## config.mk

```make
export PLATFORM = sky130hd
export DESIGN_NAME = mod_dp
export DESIGN_NICKNAME = d
export VERILOG_FILES = /design/src/rtl/mod_pkg.sv /design/src/rtl/mod_dp.sv
export SDC_FILE = /design/constraint.sdc
export NUM_CORES = 1
export LEC_CHECK = 0
export ABC_AREA = 1
export CELL_PAD_IN_SITES_DETAIL_PLACEMENT = 0
export CELL_PAD_IN_SITES_GLOBAL_PLACEMENT = 2
export CORE_MARGIN = 2
export CORE_UTILIZATION = 32
export CTS_BUF_LIST = sky130_fd_sc_hd__clkbuf_16
export CTS_CLUSTER_DIAMETER = 60
export DETAILED_ROUTE_END_ITERATION = 7
export PLACE_DENSITY_LB_ADDON = 0.1
export SLEW_MARGIN = 5
export SYNTH_ARGS = -nofsm -noshare
export SYNTH_HDL_FRONTEND = slang
export SYNTH_SLANG_ARGS = --single-unit
```

## constraint.sdc

```tcl
create_clock -name clk -period 5.7 [get_ports clk]
set_input_delay 1.14 -clock clk [delete_from_list [all_inputs] [get_ports clk]]
set_output_delay 1.14 -clock clk [all_outputs]
set_load 0.03 [all_outputs]
```

## src/rtl/mod_pkg.sv

```systemverilog
// Shared definitions for the modulus control unit and its datapath.
package mod_pkg;

  localparam int unsigned MOD_WIDTH = 32;

  typedef enum logic [1:0] {
    ST_IDLE     = 2'b00,
    ST_SUBTRACT = 2'b01,
    ST_RESULT   = 2'b10,
    ST_RSVD     = 2'b11
  } mod_state_e;

endpackage

```

## src/rtl/mod_dp.sv

```systemverilog
// Modulus datapath: repeated subtraction driven by the control unit's state code,
// returning the running difference and registering remainder/quotient on RESULT.
module mod_dp
  import mod_pkg::*;
#(
  parameter int unsigned WIDTH = MOD_WIDTH
) (
  input  logic             clk,
  input  logic             reset,
  input  logic [1:0]       state,
  input  logic [WIDTH-2:0] dividend,
  input  logic [WIDTH-2:0] divisor,
  output logic [WIDTH-1:0] temp,
  output logic [WIDTH-2:0] result,
  output logic [WIDTH-2:0] quotient,
  output logic             div_by_zero,
  output logic             done
);

  mod_state_e st;

  logic [WIDTH-1:0] temp_q, temp_d;
  logic [WIDTH-1:0] cnt_q, cnt_d;
  logic [WIDTH-2:0] div_q, div_d;
  logic [WIDTH-2:0] dvd_q, dvd_d;
  logic [WIDTH-2:0] result_q, result_d;
  logic [WIDTH-2:0] quot_q, quot_d;
  logic             dbz_q, dbz_d;
  logic             done_q, done_d;

  logic [WIDTH-1:0] diff;
  logic [WIDTH-2:0] sum_lo;
  logic [WIDTH-2:0] cnt_m1_lo;

  assign st = mod_state_e'(state);

  assign diff      = temp_q - {1'b0, div_q};
  // Only the low WIDTH-1 bits of the restore-add and of cnt-1 are ever used.
  assign sum_lo    = temp_q[WIDTH-2:0] + div_q;
  assign cnt_m1_lo = cnt_q[WIDTH-2:0] - (WIDTH-1)'(1);

  always_comb begin
    temp_d   = temp_q;
    cnt_d    = cnt_q;
    div_d    = div_q;
    dvd_d    = dvd_q;
    result_d = result_q;
    quot_d   = quot_q;
    dbz_d    = dbz_q;
    done_d   = (st == ST_RESULT);
    unique case (st)
      ST_SUBTRACT: begin
        if (div_q == '0) begin
          temp_d = '1;
        end else if (!temp_q[WIDTH-1]) begin
          temp_d = diff;
          cnt_d  = cnt_q + WIDTH'(1);
        end
      end
      ST_RESULT: begin
        if (div_q == '0) begin
          result_d = dvd_q;
          quot_d   = '0;
          dbz_d    = 1'b1;
        end else if (cnt_q == '0) begin
          result_d = temp_q[WIDTH-2:0];
          quot_d   = '0;
          dbz_d    = 1'b0;
        end else if (temp_q[WIDTH-1]) begin
          result_d = sum_lo;
          quot_d   = cnt_m1_lo;
          dbz_d    = 1'b0;
        end else begin
          result_d = temp_q[WIDTH-2:0];
          quot_d   = cnt_q[WIDTH-2:0];
          dbz_d    = 1'b0;
        end
      end
      default: begin
        temp_d = {1'b0, dividend};
        div_d  = divisor;
        dvd_d  = dividend;
        cnt_d  = '0;
      end
    endcase
  end

  always_ff @(posedge clk) begin
    if (!reset) begin
      temp_q   <= '0;
      cnt_q    <= '0;
      div_q    <= '0;
      dvd_q    <= '0;
      result_q <= '0;
      quot_q   <= '0;
      dbz_q    <= 1'b0;
      done_q   <= 1'b0;
    end else begin
      temp_q   <= temp_d;
      cnt_q    <= cnt_d;
      div_q    <= div_d;
      dvd_q    <= dvd_d;
      result_q <= result_d;
      quot_q   <= quot_d;
      dbz_q    <= dbz_d;
      done_q   <= done_d;
    end
  end

  assign temp        = temp_q;
  assign result      = result_q;
  assign quotient    = quot_q;
  assign div_by_zero = dbz_q;
  assign done        = done_q;

endmodule

```

==> impl_metrics.csv, run 1 <==
group,metric,value,unit
clock_network,clk_pin_slew,80,ps
setup_path,startpoint,"state[0]",
logic_synthesis,synth_flop_cell,"dfxtp_1",
logic_synthesis,synth_edf_count,0,
die,std_cell_rows,76,
timing,timing.final.crit_share,0.622,
place,dp_hpwl,45.8,mm
setup_path,crit_arrival,3890,ps
drt,ant_nets,0,
power,finalPower,4130,uW
worst_hold_path,hold_path_class,"reg2reg",
cells_and_area,nFillCells,4852,
logic_synthesis,syn_inst,2346,
logic_synthesis,synth_nets,2480,
logic_synthesis,yosysTopAreaCell,"dfxtp_1",
drt,avgRoutedWirePerCell,19.2,um
global_routing,antenna_found_initial,1,
setup_path,r2r-start,"cnt_q[0]",
global_routing,grt_first_pass_wirelength,87.6,mm
timing,whs,452,ps
drt,drt-initial-drc-count,1153,
logic_synthesis,syn_avg_cell_area,5.90,um^2
cells_and_area,area_growth,18.6,%
clock_network,cts_setup_buffers,0,
cells_and_area,multiInputGateArea,8360,um^2
logic_synthesis,syn_area,13800,um^2
die,ioPinCount,162,
setup_path,slowest_delay,660,ps
clock_network,cts_htree_levels,4,
cells_and_area,num_antenna_cells,0,
timing,slew_viol_final,0,
logic_synthesis,seq_area_frac_synth,0.275,
worst_hold_path,min-delay-start,"dvd_q[23]",
setup_path,path_class,"in2reg",
setup_path,reg2reg_slack,2480,ps
logic_synthesis,yosys-top-cells-count,"707 x nand2_1, 309 x inv_1, 283 x nor2_1, 190 x dfxtp_1, 188 x a21oi_1",
setup_path,end_kind,"register",
timing,worst_slew_margin_rel,0.252,
logic_synthesis,synth_top_cells_by_area,"dfxtp_1 27%, nand2_1 19%, inv_1 8.4%, nor2_1 7.7%, a21oi_1 6.8%",
logic_synthesis,yosys.area.top_type_share,0.275,
cells_and_area,regArea,3800,um^2
setup_path,critical_path_buf_inv_count,4,
setup_path,start_kind,"input port",
global_routing,grt_max_degree,77,
setup_path,slowest_stage,"inv_2",
die,dieArea,44900,um^2
drt,via_count,14933,
cells_and_area,final_core_util,0.383,
place,gp_congestion,0.938,
setup_path,path_delay_family,"buffers and inverters",
timing,finalWorstSetupSlack,2160,ps
place,pre_cts_ws,1630,ps
drt,viasPerCell,4.93,
timing,worstMarginPinSlew,1120,ps
clock_network,cts_tree,"done",
setup_path,cp_max_fo,37,
power,power_density,251,nW/um^2
timing,post-route-min-period,3540,ps
cells_and_area,drive_above_1_share,0.0319,
drt,wl,58.2,mm
global_routing,grt-ovfl-total,0,
clock_network,clock_latency,500,ps
clock_network,hold_buffers,0,
worst_hold_path,holdPathStages,2,
global_routing,first_global_vias,14281,
setup_path,critPathRequiredTime,6050,ps
logic_synthesis,synth.most_common_cell,"nand2_1",
logic_synthesis,synth-async-reset-ratio,0,
outcome,status,"finished clean",
timing,fin_tns_setup,0,ps
timing,hold_viol,0,
power,peakVddDrop,0.182,mV
die,die_x,212,um
timing,skew,15.1,ps
place,port_buffers,161,
logic_synthesis,synth_seq_cells,190,
clock_network,clock_sinks,190,
global_routing,grt_usage,0.264,
die,start_util,0.323,
clock_network,cts-root-buf,"clkbuf_16",
setup_path,reg2reg_depth,10,
drt,drc,0,
timing,setup_viol,0,
drt,firstDrtPassIters,5,
cells_and_area,final_nets,2567,
clock_network,clock_path_buffers,2,
flow_run,maxCapViolCount,0,
die,core_area,42900,um^2
timing,max_freq,282,MHz
die,die_h,212,um
logic_synthesis,synth.distinct_cells,40,
logic_synthesis,yosys_warnings,0,
clock_network,cts_resized,0,
setup_path,cp_cell_sequence,"clkdlybuf4s50_1, inv_1, ha_1, inv_2, nand2_1, nand2_4, inv_2, nand2_1, a21oi_1",
setup_path,worst-path-stages,9,
clock_network,cts_buffers,17,
power,leakagePower,0.00738,uW
timing,rsz0062_at_grt,"false",
[layer usage]
layer	share of wire	routed length [um]	GRT usage	vias to the layer above
met1	0.49	28700	0.375	6897
met3	0.051	2960	0.0418	59
li1	-	-	-	7544
met5	0	0	0	-
met2	0.43	25100	0.403	433
met4	0.025	1430	0.0877	0
[final timing paths]
| check | to |
|---|---|
| worst max-delay path | cnt_q[27] |
| worst min-delay path | dvd_q[23] |
| worst max register to register | result[27] |
| worst min register to register | dvd_q[23] |
[area by class of cell]
class / instances / share of cell area
Sequential cell: 190 / 0.232
Multi-Input combinational cell: 1727 / 0.510
Inverter: 324 / 0.0743
Clock buffer: 17 / 0.0259
Clock inverter: 15 / 0.0105
Tap cell: 585 / 0.0446
Timing Repair Buffer: 173 / 0.103
[power by group]
group	switching (uW)	internal, uW	leakage, uW
clock network	665	624	0.000290
logic	938	414	0.00553
registers	82.3	1400	0.00156
[per-stage QoR]
| step | cells | area, um^2 |
|---|---|---|
| 5_1_grt | 3031 | 16400 |
| 4_1_cts | 3031 | 16400 |
| 6_report | 3031 | 16400 |
| 3_3_place_gp | 2999 | 15800 |
| 3_5_place_dp | 2999 | 15800 |
| 2_1_floorplan | 2346 | 13800 |
[sequential cells by signal, summed over array words and instances (netlist names)]
register / count
result: 31
div_by_zero: 1
temp: 32
done: 1
cnt_q: 32
dvd_q: 31
quotient: 31
div_q: 31
[worst register-to-register path: stages, from the launching register on]
cell and delay (ps):
dfxtp_1 410, inv_1 170, ha_1 230, and3_1 210, nand4_1 190, nand2_1 350
inv_2 450, buf_4 490, nand3_1 280, nand2_1 200, a21oi_1 80
[cells by family (layout without fill, tap and decap cells)]
logic type	after synthesis	in the layout	share of synthesized area
AND/OR/NAND/NOR	1260	1260	0.375
flip-flops	190	190	0.275
AO/OA/AOI/OAI	341	341	0.129
XOR/XNOR	58	58	0.0367
adder cells (fa/ha/maj)	68	68	0.0626
buffers and inverters	429	529	0.122
[placed cells by master, fill, tap and decap left out, drive strengths merged, types with 55 or more instances in the layout]
master	n
inv	328
clkdlybuf4s50	160
nand2	712
a21oi	188
ha	66
xor2	55
nand3	163
o21ai	120
dfxtp	190
nor2	290
Note: power is estimated with default switching activity, not from simulation.
==> run 2: changes to the inputs <==
--- a/config.mk
+++ b/config.mk
@@ -9,7 +9,7 @@
 export CELL_PAD_IN_SITES_DETAIL_PLACEMENT = 0
 export CELL_PAD_IN_SITES_GLOBAL_PLACEMENT = 2
 export CORE_MARGIN = 2
-export CORE_UTILIZATION = 32
+export CORE_UTILIZATION = 27
 export CTS_BUF_LIST = sky130_fd_sc_hd__clkbuf_16
 export CTS_CLUSTER_DIAMETER = 60
 export DETAILED_ROUTE_END_ITERATION = 7
==> constraint.sdc (replaced) <==
create_clock -name clk -period 3.06 [get_ports clk]
set_input_delay 0.612 -clock clk [delete_from_list [all_inputs] [get_ports clk]]
set_output_delay 0.612 -clock clk [all_outputs]
set_load 0.03 [all_outputs]
==> run 2 against run 1 <==
Compared with the run above: cell count up 4.4%; sequential power is 84% higher; clock skew shrank 2.0 ps; largest power group unchanged; count of clock-buffer cells in the layout is the same; core utilization decreased by 4.7 points; routed wire length is 9.1% higher; design area up 3.1%; critical endpoint is now temp[21]; sequential share of layout area shrank 0.70 points; non-clock buffer count is 45 higher.
==> impl_metrics.csv, run 2 (synthesis results as in run 1) <==
group,metric,value,unit
cells_and_area,layout_commonest_cell,"nand2_1",
drt,avgRoutedWirePerCell,20.1,um
die,start_util,0.275,
clock_network,clk_pin_slew,80,ps
power,power_density,465,nW/um^2
global_routing,first_global_vias,14745,
clock_network,clock_latency,510,ps
timing,hold_viol,0,
drt,drc,0,
drt,wl,63.5,mm
setup_path,slowest_delay,520,ps
die,die_x,230,um
power,leakagePower,0.00763,uW
die,core_area,50400,um^2
place,gp_congestion,0.919,
drt,drt-initial-drc-count,1129,
clock_network,hold_buffers,0,
clock_network,cts_tree,"done",
setup_path,cp_cell_sequence,"inv_1, ha_1, nand2_1, nor2_1, and2_1, nand2_1, nand2_1, nand2_1, nand3_1, nand3_1, nand2_1, a21oi_1",
drt,firstDrtPassIters,5,
setup_path,end_kind,"register",
cells_and_area,area_growth,22.3,%
cells_and_area,mostFrequentLayoutCells,"707 x nand2_1, 309 x inv_1, 281 x nor2_1, 190 x dfxtp_1, 188 x a21oi_1",
timing,timing.final.crit_share,0.872,
worst_hold_path,hold_path_class,"reg2reg",
drt,viasPerCell,4.77,
die,ioPinCount,162,
cells_and_area,instances_no_fill,3163,
clock_network,cts_setup_buffers,0,
timing,post-route-min-period,2670,ps
flow_run,maxCapViolCount,0,
setup_path,crit_arrival,3050,ps
drt,ant_nets,0,
global_routing,grt-ovfl-total,0,
clock_network,cts_buffers,17,
timing,skew,13.1,ps
place,port_buffers,161,
outcome,status,"finished clean",
cells_and_area,num_antenna_cells,0,
setup_path,start_kind,"register",
clock_network,cts_htree_levels,4,
power,peakVddDrop,0.488,mV
place,dp_hpwl,50.6,mm
timing,setup_viol,0,
global_routing,grt_usage,0.240,
cells_and_area,final_nets,2612,
timing,max_freq,375,MHz
setup_path,critPathRequiredTime,3440,ps
global_routing,grt_first_pass_wirelength,94.8,mm
global_routing,grt_max_degree,94,
setup_path,cp_common_cell,"nand2_1",
timing,slew_viol_final,0,
clock_network,clock_sinks,190,
clock_network,cts_resized,0,
timing,rsz0062_at_grt,"false",
die,dieArea,53100,um^2
cells_and_area,drive_above_1_share,0.0490,
timing,worst_slew_margin_rel,0.538,
global_routing,antenna_found_initial,0,
die,std_cell_rows,82,
timing,fin_tns_setup,0,ps
die,die_h,230,um
timing,worstMarginPinSlew,686,ps
place,placedCellCount,3131,
drt,via_count,15091,
clock_network,clock_path_buffers,2,
clock_network,cts-root-buf,"clkbuf_16",
cells_and_area,final_core_util,0.336,
setup_path,slowest_stage,"ha_1",
setup_path,cp_max_fo,10,
timing,whs,454,ps
setup_path,path_class,"reg2reg",
run 2: cell types whose count changed in the layout (fill, tap and decap cells not counted), sizes merged:
cell      change
buf          +45
clkinv        -3
bufinv        +2
clkinvlp      +1
run 2: path summary, 6_finish.rpt:
| path | slack [ps] | to | from | cells after the start |
|---|---|---|---|---|
| max | 390 | temp[21] | div_q[9] | 12 |
| min | 450 | dvd_q[23] | dvd_q[23] | 2 |
| max reg2reg | 390 | temp[21] | div_q[9] | 12 |
| min reg2reg | 450 | dvd_q[23] | dvd_q[23] | 2 |
run 2: critical path, delay by kind of cell, from the launching register on:
| kind | cells | cell delay (ps) |
|---|---|---|
| and+or+nand+nor | 9 | 1530 |
| adders and majority gates | 1 | 520 |
| DFF | 1 | 330 |
| buffers and inverters | 1 | 80 |
| AOI/OAI and AO/OA | 1 | 70 |
run 2: routing by layer:
metal	track usage	part of all wire	up-vias
met3	0.0310	0.039	41
met1	0.321	0.47	7039
met5	0	0	-
met4	0.0663	0.020	0
li1	-	-	7651
met2	0.404	0.47	360
run 2: power by group:
part	internal [uW]	leakage [uW]	switching (uW)
Combinational	824	0.00578	1820
Sequential	2610	0.00156	122
Clock	1300	0.000300	1190
run 2: layout make-up:
class,instances,area (um^2)
Clock buffer,17,425
Clock inverter,15,185
Fill cell,5685,33500
Inverter,324,1220
Multi-Input combinational cell,1727,8360
Sequential cell,190,3800
Tap cell,672,841
Timing Repair Buffer,218,2080
run 2: metrics by stage:
| step | power [uW] | setup WS [ps] | instance area (um^2) |
|---|---|---|---|
| global placement | 5430 | 413 | 16300 |
| CTS | 7950 | 453 | 16900 |
| detailed placement | 5420 | 430 | 16300 |
| finish | 7870 | 390 | 16900 |
| floorplan | 4380 | 866 | 13800 |
| global route | 8320 | 214 | 16900 |
